`config.mk`:
```
export PLATFORM = sky130hd
export DESIGN_NAME = ssd_scan_display_flat
export DESIGN_NICKNAME = d
export VERILOG_FILES = /design/src/rtl/ssd_pkg.sv /design/src/rtl/ssd_scan_display_if.sv /design/src/rtl/ssd_scan_display_bin2bcd.sv /design/src/rtl/ssd_scan_display.sv /design/src/flat_wrapper.sv
export SDC_FILE = /design/constraint.sdc
export NUM_CORES = 1
export LEC_CHECK = 0
export ABC_AREA = 1
export BUFFER_PORTS_ARGS = -buffer_cell sky130_fd_sc_hd__buf_4
export CORE_UTILIZATION = 55
export CTS_CLUSTER_SIZE = 16
export DETAILED_ROUTE_END_ITERATION = 7
export PLACE_DENSITY_LB_ADDON = 0.15
export SLEW_MARGIN = 20
export SYNTH_ARGS = -nofsm -noshare
export SYNTH_HDL_FRONTEND = slang
export SYNTH_HIERARCHICAL = 1
export SYNTH_SLANG_ARGS = --single-unit
```
`constraint.sdc`:
```
create_clock -name clk -period 1.8 [get_ports clk]
set_input_delay 0.36 -clock clk [delete_from_list [all_inputs] [get_ports clk]]
set_output_delay 0.36 -clock clk [all_outputs]
set_load 0.01 [all_outputs]
```
`src/rtl/ssd_pkg.sv`:
```
// Shared constants and helpers for the seven-segment scan display.
// Segment order is {A,B,C,D,E,F,G}, active-high.
package ssd_pkg;

    localparam logic [6:0] SEG_DIGIT [0:9] = '{
        7'b1111110, 7'b0110000, 7'b1101101, 7'b1111001, 7'b0110011,
        7'b1011011, 7'b1011111, 7'b1110000, 7'b1111111, 7'b1111011
    };
    localparam logic [6:0] SEG_DASH  = 7'b0000001;
    localparam logic [6:0] SEG_BLANK = 7'b0000000;

    typedef enum logic [1:0] {
        ST_IDLE,
        ST_SHIFT,
        ST_COMMIT
    } conv_state_t;

    function automatic logic [63:0] pow10(input int e);
        logic [63:0] r;
        r = 64'd1;
        for (int i = 0; i < e; i++) r = r * 64'd10;
        return r;
    endfunction

    // Codes 10..15 never come out of the converter; they show blank.
    function automatic logic [6:0] bcd_to_seg(input logic [3:0] nib);
        logic [6:0] s;
        s = SEG_BLANK;
        for (int i = 0; i < 10; i++)
            if (nib == 4'(i)) s = SEG_DIGIT[i];
        return s;
    endfunction

endpackage

```
`src/rtl/ssd_scan_display_if.sv`:
```
// Load/status/display bundle between the timer datapath and the
// display driver; the driver side is the slave.
interface ssd_scan_display_if #(
    parameter int BIN_W      = 6,
    parameter int NUM_DIGITS = 2
);
    logic [BIN_W-1:0]      value;
    logic                  load;
    logic                  busy;
    logic                  done;
    logic                  ovf;
    logic [6:0]            seg;
    logic [NUM_DIGITS-1:0] an;

    modport master (
        output value, load,
        input  busy, done, ovf, seg, an
    );

    modport slave (
        input  value, load,
        output busy, done, ovf, seg, an
    );
endinterface

```
`src/rtl/ssd_scan_display_bin2bcd.sv`:
```
// Sequential shift-add-3 binary to BCD converter.
// Digits above NUM_DIGITS are dropped; ovf flags that case.
module bin2bcd_seq
    import ssd_pkg::*;
#(
    parameter int BIN_W      = 6,
    parameter int NUM_DIGITS = 2
) (
    input  logic                    clk,
    input  logic                    rst,
    input  logic                    start,
    input  logic [BIN_W-1:0]        bin,
    output logic                    busy,
    output logic                    done,
    output logic [4*NUM_DIGITS-1:0] bcd,
    output logic                    ovf
);
    localparam int         SW   = 4 * NUM_DIGITS + BIN_W;
    localparam int         CW   = (BIN_W > 1) ? $clog2(BIN_W) : 1;
    localparam logic [63:0] MAXV = pow10(NUM_DIGITS) - 64'd1;

    conv_state_t   r_state;
    logic [SW-1:0] r_sh;
    logic [CW-1:0] r_cnt;
    logic          r_ovf_nx;
    logic [SW-1:0] w_adj;

    // add 3 to every BCD nibble that is 5 or more before the shift
    always_comb begin
        w_adj = r_sh;
        for (int i = 0; i < NUM_DIGITS; i++)
            if (r_sh[BIN_W+4*i +: 4] >= 4'd5)
                w_adj[BIN_W+4*i +: 4] = r_sh[BIN_W+4*i +: 4] + 4'd3;
    end

    // IDLE -> SHIFT (BIN_W cycles) -> COMMIT -> IDLE
    always_ff @(posedge clk) begin
        if (rst) begin
            r_state  <= ST_IDLE;
            r_sh     <= '0;
            r_cnt    <= '0;
            r_ovf_nx <= 1'b0;
            busy     <= 1'b0;
            done     <= 1'b0;
            bcd      <= '0;
            ovf      <= 1'b0;
        end else begin
            case (r_state)
                ST_IDLE: begin
                    if (start) begin
                        r_sh     <= {{(4*NUM_DIGITS){1'b0}}, bin};
                        r_ovf_nx <= (64'(bin) > MAXV);
                        r_cnt    <= '0;
                        busy     <= 1'b1;
                        r_state  <= ST_SHIFT;
                    end
                end
                ST_SHIFT: begin
                    r_sh  <= w_adj << 1;
                    r_cnt <= r_cnt + 1'b1;
                    if (r_cnt == CW'(BIN_W - 1)) begin
                        done    <= 1'b1;
                        r_state <= ST_COMMIT;
                    end
                end
                ST_COMMIT: begin
                    bcd     <= r_sh[SW-1 -: 4*NUM_DIGITS];
                    ovf     <= r_ovf_nx;
                    done    <= 1'b0;
                    busy    <= 1'b0;
                    r_state <= ST_IDLE;
                end
                default: r_state <= ST_IDLE;
            endcase
        end
    end
endmodule

```
`src/rtl/ssd_scan_display.sv`:
```
// Multiplexed seven-segment driver: converter plus free-running
// digit scanner with blanking, dash-on-overflow and polarity.
module ssd_scan_display
    import ssd_pkg::*;
#(
    parameter int BIN_W       = 6,
    parameter int NUM_DIGITS  = 2,
    parameter int REFRESH_DIV = 100000,
    parameter int BLANK_LZ    = 1,
    parameter int ACTIVE_LOW  = 0
) (
    input logic              clk,
    input logic              rst,
    ssd_scan_display_if.slave bus
);
    localparam int ND = NUM_DIGITS;
    localparam int RW = (REFRESH_DIV > 1) ? $clog2(REFRESH_DIV) : 1;
    localparam int IW = (ND > 1) ? $clog2(ND) : 1;

    logic [4*ND-1:0] w_bcd;
    logic            w_ovf;
    logic            w_busy;
    logic            w_done;
    logic [RW-1:0]   r_cnt;
    logic [IW-1:0]   r_idx;
    logic [3:0]      w_nib;
    logic            w_lz;
    logic [6:0]      w_seg;
    logic [ND-1:0]   w_an;
    logic [6:0]      r_seg;
    logic [ND-1:0]   r_an;

    bin2bcd_seq #(
        .BIN_W     (BIN_W),
        .NUM_DIGITS(ND)
    ) u_conv (
        .clk  (clk),
        .rst  (rst),
        .start(bus.load),
        .bin  (bus.value),
        .busy (w_busy),
        .done (w_done),
        .bcd  (w_bcd),
        .ovf  (w_ovf)
    );

    assign bus.busy = w_busy;
    assign bus.done = w_done;
    assign bus.ovf  = w_ovf;

    // refresh counter; the digit index steps on its terminal count
    always_ff @(posedge clk) begin
        if (rst) begin
            r_cnt <= '0;
            r_idx <= '0;
        end else if (r_cnt == RW'(REFRESH_DIV - 1)) begin
            r_cnt <= '0;
            r_idx <= (r_idx == IW'(ND - 1)) ? '0 : r_idx + 1'b1;
        end else begin
            r_cnt <= r_cnt + 1'b1;
        end
    end

    // pick the scanned digit and decide dash / blank / numeral
    always_comb begin
        w_nib = w_bcd[{r_idx, 2'b00} +: 4];
        w_lz  = 1'b1;
        for (int i = 0; i < ND; i++)
            if (i >= int'(r_idx) && w_bcd[4*i +: 4] != 4'd0)
                w_lz = 1'b0;
        if (w_ovf)
            w_seg = SEG_DASH;
        else if (BLANK_LZ != 0 && r_idx != '0 && w_lz)
            w_seg = SEG_BLANK;
        else
            w_seg = bcd_to_seg(w_nib);
        w_an = ND'(1) << r_idx;
    end

    // output registers, kept active-high internally
    always_ff @(posedge clk) begin
        if (rst) begin
            r_seg <= SEG_DIGIT[0];
            r_an  <= ND'(1);
        end else begin
            r_seg <= w_seg;
            r_an  <= w_an;
        end
    end

    assign bus.seg = (ACTIVE_LOW != 0) ? ~r_seg : r_seg;
    assign bus.an  = (ACTIVE_LOW != 0) ? ~r_an  : r_an;
endmodule

```
`src/flat_wrapper.sv`:
```
// flat-port wrapper written by rule: the top's interface ports become plain ports
module ssd_scan_display_flat import ssd_pkg::*;
#(
    parameter int BIN_W       = 6,
    parameter int NUM_DIGITS  = 2,
    parameter int REFRESH_DIV = 100000,
    parameter int BLANK_LZ    = 1,
    parameter int ACTIVE_LOW  = 0
)
  (clk, rst, bus_value, bus_load, bus_busy, bus_done, bus_ovf, bus_seg, bus_an);
  ssd_scan_display_if #(.BIN_W(BIN_W), .NUM_DIGITS(NUM_DIGITS)) bus_i ();
  input logic clk;
  input logic rst;
  input wire logic [$bits(bus_i.value)-1:0] bus_value;
  input wire logic [$bits(bus_i.load)-1:0] bus_load;
  output wire logic [$bits(bus_i.busy)-1:0] bus_busy;
  output wire logic [$bits(bus_i.done)-1:0] bus_done;
  output wire logic [$bits(bus_i.ovf)-1:0] bus_ovf;
  output wire logic [$bits(bus_i.seg)-1:0] bus_seg;
  output wire logic [$bits(bus_i.an)-1:0] bus_an;
  assign bus_i.value = bus_value;
  assign bus_i.load = bus_load;
  assign bus_busy = bus_i.busy;
  assign bus_done = bus_i.done;
  assign bus_ovf = bus_i.ovf;
  assign bus_seg = bus_i.seg;
  assign bus_an = bus_i.an;
  ssd_scan_display #(.BIN_W(BIN_W), .NUM_DIGITS(NUM_DIGITS), .REFRESH_DIV(REFRESH_DIV), .BLANK_LZ(BLANK_LZ), .ACTIVE_LOW(ACTIVE_LOW)) u_core (.clk(clk), .rst(rst), .bus(bus_i));
endmodule
```
==> flow_summary.ini <==
[worst_hold_path]
holdPathStages = 3
min_path_type = in2reg

[synthesis]
syn_nets = 396
synth.most_common_cell = nand2_1
syn_inst = 380
ys_async_sr_fraction = 0
synth-edff-count = 0
synth_top_cell_by_area = dfxtp_1
synth.avg_cell_area_um2 = 7.063
synth-seq-area-share = 0.4177
synth_warnings = 6
synth_area_leaders = dfxtp_1 (42%), nand2_1 (15%), inv_1 (5.9%), nand3_1 (5.6%), a21oi_1 (5.4%)
synthTopCellsByCount = nand2_1 (104), dfxtp_1 (56), inv_1 (42)
ys_types = 32
ys.flop_type = dfxtp_1
synth-seq-cells = 56
synth_area_um2 = 2684
yosys.area.top_type_share = 0.4177

[final_layout]
drive_gt1_frac = 0.1425
area_delta_synth_final_pct = 9.837
fillCellCount = 446
multi_input_area_um2 = 1300
layout.cells.non_filler = 467
diodes = 0
nNetsFinal = 415
fin_util = 0.6241
regArea_um2 = 1121

[placed_design]
portBuffers = 19
post-dp-hpwl_um = 3664
dp_cells = 459
gp_congestion = 0.8802

[worst_setup_path]
r2r_cells = 8
cp-start-kind = flop
crit_path_frequent_cell = nor2_4
worst-path-buf-inv = 2
critPathTopFamily = simple AND/OR/NAND/NOR gates
crit_path_end_kind = flop
required_ps = 2000
max_stage_delay_ps = 360
cp_slowest_cell = dfxtp_1
cp.depth = 8
crit_fanout = 5
arrival_ps = 1590
criticalPathCategory = reg2reg
cp_cell_sequence = ha_1 > nand2_2 > nor2_4 > inv_2 > nor2_4 > inv_1 > o21ai_0 > a21oi_1

[die]
num_rows = 25
dieArea_um2 = 5163
initial_utilization = 0.5682
io_pins = 21
dieHeight_um = 71.86
chipWidth_um = 71.86
core_area_um2 = 4723

[drt]
drtIter0Drc = 115
ant_nets = 0
wl_per_cell_um = 10.78
wirelength_um = 5036
num_vias = 2365
drc = 0
first_pass_iters = 4
wl_met1_um = 2568
wl_met2_um = 2188
top_layer = met4
detailroute.wirelength.met3_um = 203
viasPerCell = 5.064

[sta]
fmax_mhz = 717.8
finalCriticalPeriod_ps = 1393
fin_crit_sh = 0.7739
setup-violations-final = 0
finalClockSkew_ps = 6.292
hold_violations = 0
rsz0062_at_grt = no
finalSetupTns_ps = 0
timing.hold.ws_ps = 302.5
slew_violations = 0

[pwr]
irDropWorstVdd_mv = 0.5633
p_leak_nw = 1.220
pwr_density_cell_nw_per_um2 = 727.9
p_total_mw = 2.146

[flow_run]
drv_cap = 0

[clocking]
cts_setup_buffers = 0
cts_buffer_depth = 2
holdBufCountCts = 0
cts_resized = 0
clk_pin_slew_ps = 100
htreeDepth = 2
cts_made_buffers = 5
cts_root_buf = clkbuf_8
cts.sinks = 56
cts_tree = yes
clk-insertion-delay-late_ps = 310

[global_route]
grt_max_degree = 19
grt_pass1_vias = 2108
track_usage = 0.2168
grt_overflow = 0
antenna_found_initial = 0
grt_pass1_wl_um = 8949

[run_status]
status = finished clean
-- layer usage --
layer,vias up,track usage
met5,-,0
met4,0,0.08061
met3,9,0.04782
met2,53,0.3553
met1,1048,0.2806
li1,1255,-
-- power breakdown --
part | switching (mW) | internal [mW] | leakage [nW]
clock | 0.404 | 0.308 | 0.0510
sequential | 0.0185 | 1.27 | 0.456
combinational | 0.0896 | 0.0547 | 0.713
total | 0.512 | 1.63 | 1.22
-- cells in the final DEF, fill, tap and decap left out, drive strengths merged --
master / instances
a21oi: 29
a22oi: 1
a31o: 1
a31oi: 3
buf: 20
clkbuf: 6
clkinv: 2
conb: 1
dfxtp: 56
ha: 7
inv: 52
nand2: 113
nand3: 31
nand3b: 1
nand4: 11
nor2: 36
nor3: 9
o211ai: 1
o21ai: 17
o21bai: 2
xor2: 1
-- final timing paths --
path	slack, ps	endpoint	from
worst min-delay path	300	u_core/u_conv/r_sh[0]	bus_value[0]
worst min register to register	450	u_core/r_cnt[0]	u_core/r_cnt[0]
worst max register to register	410	u_core/r_cnt[10]	u_core/r_cnt[0]
worst max-delay path	410	u_core/r_cnt[10]	u_core/r_cnt[0]
-- tightest hold or removal path: stages --
cell and delay, ps:
buf_4 110, nand2_1 50, a21oi_1 60
-- state kept, by name, summed over array words and instances (netlist names) --
signal / flops
u_core/u_conv/r_state: 2
u_core/u_conv/r_cnt: 3
u_core/u_conv/busy: 1
u_core/r_idx: 1
u_core/bus.seg: 7
u_core/u_conv/r_sh: 14
u_core/u_conv/bcd: 8
u_core/u_conv/done: 1
u_core/r_cnt: 17
u_core/bus.an: 2
-- metrics by stage --
step | area, µm² | setup slack, ps
2_1_floorplan | 2684 | 531.8
3_3_place_gp | 2855 | 463.8
4_1_cts | 2948 | 397.8
3_5_place_dp | 2855 | 412.2
5_1_grt | 2948 | 232.6
6_report | 2948 | 406.9
-- cell type report --
cell class / instances / area share
inverter: 52 / 0.06791
clock buffer: 6 / 0.02801
timing repair buffer: 20 / 0.05093
clock inverter: 2 / 0.003396
multi-input combinational: 264 / 0.4410
tap: 67 / 0.02844
sequential: 56 / 0.3803
-- logic make-up (layout without fill, tap and decap cells) --
| logic type | count (synthesis) | in the layout | synth area share |
|---|---|---|---|
| buffers and inverters | 60 | 80 | 0.09790 |
| AOI/OAI and AO/OA | 54 | 54 | 0.1072 |
| adders and majority gates | 7 | 7 | 0.03263 |
| and+or+nand+nor | 201 | 201 | 0.3399 |
| xor gates and xnor gates | 1 | 1 | 0.003264 |
| other | 1 | 1 | 0.001397 |
| DFF | 56 | 56 | 0.4177 |
Note: power is estimated with default switching activity, not from simulation.
